--- config.mk ---
export PLATFORM = sky130hd
export DESIGN_NAME = wb_snoop_responder_flat
export DESIGN_NICKNAME = d
export VERILOG_FILES = /design/src/rtl/wb_snoop_responder_pkg.sv /design/src/rtl/wb_snoop_responder_if.sv /design/src/rtl/wb_snoop_responder_tag_store.sv /design/src/rtl/wb_snoop_responder.sv /design/src/flat_wrapper.sv
export SDC_FILE = /design/constraint.sdc
export NUM_CORES = 1
export LEC_CHECK = 0
export CAP_MARGIN = 5
export CORE_ASPECT_RATIO = 1.75
export CORE_MARGIN = 4
export CORE_UTILIZATION = 50
export DETAILED_ROUTE_END_ITERATION = 10
export PLACE_DENSITY = 0.7
export SLEW_MARGIN = 15
export SYNTH_ARGS = -nofsm -noshare
export SYNTH_HDL_FRONTEND = slang
export SYNTH_SLANG_ARGS = --single-unit
export TNS_END_PERCENT = 30
--- constraint.sdc ---
create_clock -name wb_clk_i -period 11.85 [get_ports wb_clk_i]
set_input_delay 3.555 -clock wb_clk_i [delete_from_list [all_inputs] [get_ports wb_clk_i]]
set_output_delay 3.555 -clock wb_clk_i [all_outputs]
set_load 0.1 [all_outputs]
--- src/rtl/wb_snoop_responder_pkg.sv ---
// Shared definitions for the snoop responder and the snoop arbiter.
// Provides:
//   - snoop bus type encodings (IDLE / READ)
//   - one-hot FSM state encodings used by the responder
//   - poll response codes shared with wb_snoop_arbiter
package wb_snoop_responder_pkg;

    localparam logic SNOOP_TYPE_IDLE = 1'b0;
    localparam logic SNOOP_TYPE_READ = 1'b1;

    typedef logic [2:0] state_t;

    localparam state_t ST_IDLE    = 3'b001;
    localparam state_t ST_LOOKUP  = 3'b010;
    localparam state_t ST_RESPOND = 3'b100;

    localparam logic [1:0] POLL_RESPONSE_NONE = 2'd0;
    localparam logic [1:0] POLL_RESPONSE_MISS = 2'd1;
    localparam logic [1:0] POLL_RESPONSE_HIT  = 2'd2;

endpackage

--- src/rtl/wb_snoop_responder_if.sv ---
// Snoop bus slice between wb_snoop_arbiter (master) and one per-core
// wb_snoop_responder (slave). Signal suffixes are from the responder's view.
//   snoop_adr_i       : probe address
//   snoop_type_i      : 0 = idle, 1 = read probe
//   snoop_ack_o       : response ready (level)
//   snoop_valid_dat_o : probe hit, snooped_dat_o carries the line
//   snooped_dat_o     : hit data, 0 otherwise
interface wb_snoop_responder_if #(
    parameter int aw = 32,
    parameter int dw = 32
);
    logic [aw-1:0] snoop_adr_i;
    logic          snoop_type_i;
    logic          snoop_ack_o;
    logic          snoop_valid_dat_o;
    logic [dw-1:0] snooped_dat_o;

    modport master (
        output snoop_adr_i,
        output snoop_type_i,
        input  snoop_ack_o,
        input  snoop_valid_dat_o,
        input  snooped_dat_o
    );

    modport slave (
        input  snoop_adr_i,
        input  snoop_type_i,
        output snoop_ack_o,
        output snoop_valid_dat_o,
        output snooped_dat_o
    );
endinterface

--- src/rtl/wb_snoop_responder_tag_store.sv ---
// Direct-mapped valid/tag/data store for the snoop responder.
// Ports:
//   wb_clk_i, wb_rst_i   : clock, sync active-high reset (clears valid bits only)
//   fill_*               : write port, makes entry[fill_idx_i] valid with new tag/data
//   inv_*                : clears entry[inv_idx_i] when its stored tag matches
//   rd_idx_i / rd_*_o    : combinational read port
module wb_snoop_responder_tag_store #(
    parameter int idx_bits = 3,
    parameter int tag_w    = 27,
    parameter int dw       = 32
) (
    input  logic                wb_clk_i,
    input  logic                wb_rst_i,
    input  logic                fill_we_i,
    input  logic [idx_bits-1:0] fill_idx_i,
    input  logic [tag_w-1:0]    fill_tag_i,
    input  logic [dw-1:0]       fill_dat_i,
    input  logic                inv_i,
    input  logic [idx_bits-1:0] inv_idx_i,
    input  logic [tag_w-1:0]    inv_tag_i,
    input  logic [idx_bits-1:0] rd_idx_i,
    output logic                rd_valid_o,
    output logic [tag_w-1:0]    rd_tag_o,
    output logic [dw-1:0]       rd_dat_o
);
    localparam int ENTRIES = 1 << idx_bits;

    logic [ENTRIES-1:0] valid_q, valid_d;
    logic [tag_w-1:0]   tag_q  [ENTRIES];
    logic [dw-1:0]      data_q [ENTRIES];

    // Invalidate is applied first so a same-index fill overrides it.
    always_comb begin
        valid_d = valid_q;
        if (inv_i && (tag_q[inv_idx_i] == inv_tag_i)) begin
            valid_d[inv_idx_i] = 1'b0;
        end
        if (fill_we_i) begin
            valid_d[fill_idx_i] = 1'b1;
        end
    end

    always_ff @(posedge wb_clk_i) begin
        if (wb_rst_i) begin
            valid_q <= '0;
        end else begin
            valid_q <= valid_d;
        end
    end

    always_ff @(posedge wb_clk_i) begin
        if (fill_we_i) begin
            tag_q[fill_idx_i]  <= fill_tag_i;
            data_q[fill_idx_i] <= fill_dat_i;
        end
    end

    assign rd_valid_o = valid_q[rd_idx_i];
    assign rd_tag_o   = tag_q[rd_idx_i];
    assign rd_dat_o   = data_q[rd_idx_i];
endmodule

--- src/rtl/wb_snoop_responder.sv ---
// Per-core snoop responder. Answers read probes from the snoop arbiter with
// an ack, a hit flag and the line data out of a small direct-mapped copy of
// lines owned by the core.
// Ports:
//   wb_clk_i, wb_rst_i : clock, sync active-high reset
//   snp (slave)        : snoop bus slice (address, type, ack, hit, data)
//   fill_we_i/adr/dat  : core-side fill of an entry
//   inv_i/inv_adr_i    : core-side invalidate (only if tag matches)
//   snoop_hits_o       : saturating count of probes answered with a hit
module wb_snoop_responder
    import wb_snoop_responder_pkg::*;
#(
    parameter int aw       = 32,
    parameter int dw       = 32,
    parameter int idx_bits = 3
) (
    input  logic                 wb_clk_i,
    input  logic                 wb_rst_i,
    wb_snoop_responder_if.slave  snp,
    input  logic                 fill_we_i,
    input  logic [aw-1:0]        fill_adr_i,
    input  logic [dw-1:0]        fill_dat_i,
    input  logic                 inv_i,
    input  logic [aw-1:0]        inv_adr_i,
    output logic [15:0]          snoop_hits_o
);
    localparam int TAG_W = aw - idx_bits - 2;

    function automatic logic [15:0] sat_inc16(input logic [15:0] v);
        return (v == 16'hFFFF) ? v : v + 16'd1;
    endfunction

    state_t              state_q, state_d;
    logic [aw-1:2]       adr_q, adr_d;
    logic                res_hit_q, res_hit_d;
    logic [dw-1:0]       res_dat_q, res_dat_d;
    logic                ack_q, ack_d;
    logic                vld_q, vld_d;
    logic [dw-1:0]       dat_q, dat_d;
    logic [15:0]         hits_q, hits_d;

    logic [idx_bits-1:0] lk_idx;
    logic [TAG_W-1:0]    lk_tag;
    logic                rd_valid;
    logic [TAG_W-1:0]    rd_tag;
    logic [dw-1:0]       rd_dat;
    logic                fwd_fill, fwd_inv, lk_hit;
    logic [dw-1:0]       lk_dat;

    // Byte-offset bits carry no meaning for word-granular entries.
    logic [5:0] unused_adr_lsbs;
    assign unused_adr_lsbs = {fill_adr_i[1:0], inv_adr_i[1:0], snp.snoop_adr_i[1:0]};

    assign lk_idx = adr_q[idx_bits+1:2];
    assign lk_tag = adr_q[aw-1:idx_bits+2];

    wb_snoop_responder_tag_store #(
        .idx_bits (idx_bits),
        .tag_w    (TAG_W),
        .dw       (dw)
    ) u_store (
        .wb_clk_i   (wb_clk_i),
        .wb_rst_i   (wb_rst_i),
        .fill_we_i  (fill_we_i),
        .fill_idx_i (fill_adr_i[idx_bits+1:2]),
        .fill_tag_i (fill_adr_i[aw-1:idx_bits+2]),
        .fill_dat_i (fill_dat_i),
        .inv_i      (inv_i),
        .inv_idx_i  (inv_adr_i[idx_bits+1:2]),
        .inv_tag_i  (inv_adr_i[aw-1:idx_bits+2]),
        .rd_idx_i   (lk_idx),
        .rd_valid_o (rd_valid),
        .rd_tag_o   (rd_tag),
        .rd_dat_o   (rd_dat)
    );

    // The store read reflects contents before this edge's fill/invalidate,
    // so same-cycle writes to the probed index are forwarded here.
    // A fill beats an invalidate to the same index.
    always_comb begin
        fwd_fill = fill_we_i && (fill_adr_i[idx_bits+1:2] == lk_idx);
        fwd_inv  = inv_i && (inv_adr_i[idx_bits+1:2] == lk_idx)
                         && (inv_adr_i[aw-1:idx_bits+2] == lk_tag);
        lk_dat   = rd_dat;
        if (fwd_fill) begin
            lk_hit = (fill_adr_i[aw-1:idx_bits+2] == lk_tag);
            lk_dat = fill_dat_i;
        end else if (fwd_inv) begin
            lk_hit = 1'b0;
        end else begin
            lk_hit = rd_valid && (rd_tag == lk_tag);
        end
    end

    // Outputs are registered: they only go high on an edge where RESPOND
    // still sees the probe asserted, and drop on the edge that sees it low.
    always_comb begin
        state_d   = state_q;
        adr_d     = adr_q;
        res_hit_d = res_hit_q;
        res_dat_d = res_dat_q;
        hits_d    = hits_q;
        ack_d     = 1'b0;
        vld_d     = 1'b0;
        dat_d     = '0;
        case (state_q)
            ST_IDLE: begin
                if (snp.snoop_type_i == SNOOP_TYPE_READ) begin
                    state_d = ST_LOOKUP;
                    adr_d   = snp.snoop_adr_i[aw-1:2];
                end
            end
            ST_LOOKUP: begin
                state_d   = ST_RESPOND;
                res_hit_d = lk_hit;
                res_dat_d = lk_hit ? lk_dat : '0;
                if (lk_hit) begin
                    hits_d = sat_inc16(hits_q);
                end
            end
            ST_RESPOND: begin
                if (snp.snoop_type_i == SNOOP_TYPE_IDLE) begin
                    state_d = ST_IDLE;
                end else begin
                    ack_d = 1'b1;
                    vld_d = res_hit_q;
                    dat_d = res_dat_q;
                end
            end
            default: state_d = ST_IDLE;
        endcase
    end

    always_ff @(posedge wb_clk_i) begin
        if (wb_rst_i) begin
            state_q <= ST_IDLE;
            ack_q   <= 1'b0;
            vld_q   <= 1'b0;
            dat_q   <= '0;
            hits_q  <= '0;
        end else begin
            state_q <= state_d;
            ack_q   <= ack_d;
            vld_q   <= vld_d;
            dat_q   <= dat_d;
            hits_q  <= hits_d;
        end
    end

    always_ff @(posedge wb_clk_i) begin
        adr_q     <= adr_d;
        res_hit_q <= res_hit_d;
        res_dat_q <= res_dat_d;
    end

    assign snp.snoop_ack_o       = ack_q;
    assign snp.snoop_valid_dat_o = vld_q;
    assign snp.snooped_dat_o     = dat_q;
    assign snoop_hits_o          = hits_q;
endmodule
--- src/flat_wrapper.sv ---
// flat-port wrapper written by rule: the top's interface ports become plain ports
module wb_snoop_responder_flat import wb_snoop_responder_pkg::*;
#(
    parameter int aw       = 32,
    parameter int dw       = 32,
    parameter int idx_bits = 3
)
  (wb_clk_i, wb_rst_i, fill_we_i, fill_adr_i, fill_dat_i, inv_i, inv_adr_i, snoop_hits_o, snp_snoop_adr_i, snp_snoop_type_i, snp_snoop_ack_o, snp_snoop_valid_dat_o, snp_snooped_dat_o);
  wb_snoop_responder_if #(.aw(aw), .dw(dw)) snp_i ();
  input  logic wb_clk_i;
  input  logic wb_rst_i;
  input  logic fill_we_i;
  input  logic [aw-1:0] fill_adr_i;
  input  logic [dw-1:0] fill_dat_i;
  input  logic inv_i;
  input  logic [aw-1:0] inv_adr_i;
  output logic [15:0] snoop_hits_o;
  input wire logic [$bits(snp_i.snoop_adr_i)-1:0] snp_snoop_adr_i;
  input wire logic [$bits(snp_i.snoop_type_i)-1:0] snp_snoop_type_i;
  output wire logic [$bits(snp_i.snoop_ack_o)-1:0] snp_snoop_ack_o;
  output wire logic [$bits(snp_i.snoop_valid_dat_o)-1:0] snp_snoop_valid_dat_o;
  output wire logic [$bits(snp_i.snooped_dat_o)-1:0] snp_snooped_dat_o;
  assign snp_i.snoop_adr_i = snp_snoop_adr_i;
  assign snp_i.snoop_type_i = snp_snoop_type_i;
  assign snp_snoop_ack_o = snp_i.snoop_ack_o;
  assign snp_snoop_valid_dat_o = snp_i.snoop_valid_dat_o;
  assign snp_snooped_dat_o = snp_i.snooped_dat_o;
  wb_snoop_responder #(.aw(aw), .dw(dw), .idx_bits(idx_bits)) u_core (.wb_clk_i(wb_clk_i), .wb_rst_i(wb_rst_i), .snp(snp_i), .fill_we_i(fill_we_i), .fill_adr_i(fill_adr_i), .fill_dat_i(fill_dat_i), .inv_i(inv_i), .inv_adr_i(inv_adr_i), .snoop_hits_o(snoop_hits_o));
endmodule
==> results by group <==
Global route
  – GRT Util Overall: between 20% and 30%
  – GRT overflow: 0
  – Initial antenna violation count: 8
  – Maximum number of pins on one net before global-route repair: 66
  – First-pass GRT wire length: about 99000 um
  – Vias in the first global route: 15559

Clock network
  – Clock transition at path regs: 60 ps
  – Num CTS Buffers: 52
  – Post-CTS Setup Bufs: 0
  – Clock Path Buffers: 3
  – CTS tree: done
  – Post-CTS sizing: 0
  – Post-CTS Hold Buffers: 0
  – H-tree depth: 2
  – Clock tree sinks: ~600
  – Worst skew pair latency: 590 ps
  – Clk root buf: clkbuf_16

STA
  – Final setup vio count: 0
  – Max_slew headroom: 21.9%
  – Slew Limit Fails: 0
  – Worst Tran Pin Value: ~1200 ps
  – Fmax: 148 MHz
  – Clock skew: 25.0 ps
  – RSZ-0062 raised after global routing: no
  – Final clock period utilization by the worst path: a little under three fifths
  – Worst Setup Slack, final: 5070 ps
  – Fin. Hold Viols: 0
  – Setup TNS: 0 ps
  – Minimum clock period: 6780 ps

Power and ir drop
  – VDD IR max: between 100 and 150 uV
  – Clock Power Share: 37.9%
  – Internal cell power: 3540 uW
  – Net switching power: ~1100 uW
  – Fraction of power spent switching nets: 22.9%
  – PD cells: 155 nW/um^2
  – Lkg Pwr: 0.00969 uW
  – Sequential share of power: a little over half
  – Comb pwr share: under 10%

Yosys
  – Largest family of logic cells by synthesized area: multiplexers
  – Syn Area/Cell: 17.1 um^2
  – Post-synthesis instance total: 1482
  – Syn Std Cell Area: 25300 um^2
  – Mux cell area share after synthesis: 15.0%
  – Post-synth ARST share: 0%
  – Simple-gate share of the synthesized area: 5.11%
  – Seq/Total Area, Yosys: about two thirds
  – Register bit total from synthesis: approximately 600
  – Synth Area in XOR/XNOR: 3.74%
  – Post-synthesis cell type count: 59
  – Ys Warns: 0
  – Ys flop type: edfxtp_1
  – EDFF count, synth: 535
  – Syn_nets: 1616
  – Compound-gate portion of the synthesized area: 5.82%
  – Adder-cell share of the synthesized area: 0.0495%

Placement
  – Port bufs: between 150 and 200
  – Dpl hpwl: 41900 um
  – Gpl congestion: 0.898
  – Pre-CTS WS: 4300 ps

Critical path
  – CP endpoint kind: flip-flop
  – Worst path max stage delay: between 900 and 1000 ps
  – Internal reg-to-reg setup slack: between 6000 and 7000 ps
  – Maximum fanout along the worst path: 29
  – R2R cell count: 11
  – Critical Path AT: between 7000 and 8000 ps
  – Critical path, cell by cell: buf_2 > buf_4 > nor2b_1 > a22oi_1 > a21oi_1 > nor2_1 > xnor2_1 > a2111oi_0 > and4_1 > a41oi_1
  – Worst path slowest cell: nor2b_1
  – Worst r2r dst: u_core.snoop_hits_o[4]$_SDFFE_PP0P_
  – Required @ worst endpoint: 12270 ps
  – Startpoint types: input pin
  – CP Class: input pin to flip-flop

Route
  – First DRT Iteration DRCs: between 1000 and 1500
  – Via/cell ratio: 6.19
  – Routed WL per cell: 28.7 um
  – Antenna-violating nets left: 0
  – TritonRoute pass-1 iters: 6
  – Final WL: 68000 um
  – Vias: 14681
  – DRC viols: 0

Job
  – Max-cap violations: 0

Finish
  – # nets final: 1798
  – Most common cell after layout, fill and taps aside: edfxtp_1
  – Sequential cell area: 17400 um^2
  – Area of the multi-input gates: 7610 um^2
  – Most frequent cells in the layout: edfxtp_1 (535), clkdlybuf4s50_1 (173), mux4_2 (112)
  – # fillers: 3677
  – Fraction of layout instances using a drive strength above 1: 16.6%
  – Synth-to-layout area growth: 17.1%

Floorplan
  – Core Rows: 108
  – Chip width: 178 um
  – Core Box Area: between 40000 and 50000 um^2
  – Ports: 183
  – Die area: around 54000 um^2
  – Initial Util: 50.7%
  – Die H: about 310 um

Hold path
  – Hold Crit Depth: 1
  – Worst Hold Path EP: u_core.snp.snooped_dat_o[30]$_SDFF_PP0_
  – Hold Crit Start: u_core.res_dat_q[30]$_SDFFCE_PN0P_
  – Hold WC Path Type: flip-flop to flip-flop

Run status
  – Outcome: complete, no violations
==> synth_stat cells (29+ instances only) <==
cell type / n / area (um^2)
a211oi_1: 35 / 263
a22oi_1: 47 / 353
and2_1: 40 / 250
clkbuf_1: 49 / 184
dfxtp_1: 64 / 1280
edfxtp_1: 535 / 16100
mux2_2: 30 / 338
mux2i_1: 91 / 911
mux4_2: 112 / 2520
nand2_1: 29 / 109
nor2_1: 68 / 255
xnor2_1: 84 / 736
==> worst max path at each step <==
| stage | start | end | slack (ps) |
|---|---|---|---|
| 4_1_cts | inv_adr_i[2] | u_core.u_store.valid_q[1]$_SDFF_PP0_ | 4920 |
| 3_5_place_dp | inv_adr_i[2] | u_core.u_store.valid_q[1]$_SDFF_PP0_ | 4300 |
| 6_report | inv_adr_i[2] | u_core.u_store.valid_q[2]$_SDFF_PP0_ | 5070 |
| 5_1_grt | inv_adr_i[3] | u_core.u_store.valid_q[2]$_SDFF_PP0_ | 4960 |
| 3_3_place_gp | inv_adr_i[2] | u_core.u_store.valid_q[2]$_SDFF_PP0_ | 4360 |
| 2_1_floorplan | fill_adr_i[4] | u_core.u_store.data_q[0][0]$_DFFE_PP_ | 3450 |
==> power by group through the flow <==
stage	logic [uW]	clock network, uW	registers, uW
after CTS	448	1770	2400
final	447	1740	2400
after floorplan	272	0	2430
after global routing	471	1850	2410
after detailed placement	445	0	2450
after global placement	439	0	2450
==> logic make-up after synthesis <==
group / Yosys count
xor+xnor: 108
simple gates: 246
mux: 234
compound gates: 201
flops: 599
buf+inv: 93
fa+ha+maj: 1
==> worst max-delay path: cells and delay by family <==
kind / cells / cell delay, ps
and+or+nand+nor: 3 / 1510
AOI/OAI and AO/OA: 4 / 1000
buffers and inverters: 2 / 940
xor gates and xnor gates: 1 / 160
==> layout make-up <==
cell class	instances	share of cell area (%)
Inverter	7	0.0888
Tap cell	660	2.79
Sequential cell	599	58.6
Clock buffer	69	4.78
Multi-Input combinational cell	790	25.7
Clock inverter	27	1.10
Antenna cell	6	0.0507
Timing Repair Buffer	214	6.86
==> stage by stage <==
step,area [um^2],cells,utilization (%),total power [uW],hold WS [ps]
finish,29600,2372,59.4,4590,444
global route,29600,2367,59.3,4730,454
CTS,29600,2366,59.3,4620,448
detailed placement,27800,2270,55.8,2900,432
global placement,27800,2270,55.8,2880,428
floorplan,25300,1482,-,2710,420
==> per-layer routing <==
layer | wire length (um) | vias to the layer above | GRT usage [%]
met2 | 34900 | 625 | 43.0
met5 | 34 | - | 0
met3 | 4590 | 182 | 4.48
li1 | - | 6331 | -
met1 | 24000 | 7539 | 28.8
met4 | 4490 | 4 | 13.7
==> flip-flops by register name, indices dropped and copies added, names as in the netlist, named ones only <==
register	count
u_core.snp.snoop_ack_o	1
u_core.adr_q	30
u_core.u_store.valid_q	8
u_core.state_q	3
u_core.snp.snooped_dat_o	32
u_core.u_store.data_q	256
u_core.res_dat_q	32
u_core.snp.snoop_valid_dat_o	1
u_core.u_store.tag_q	216
u_core.snoop_hits_o	16
u_core.res_hit_q	1
Power figures use the tool's default switching activity.
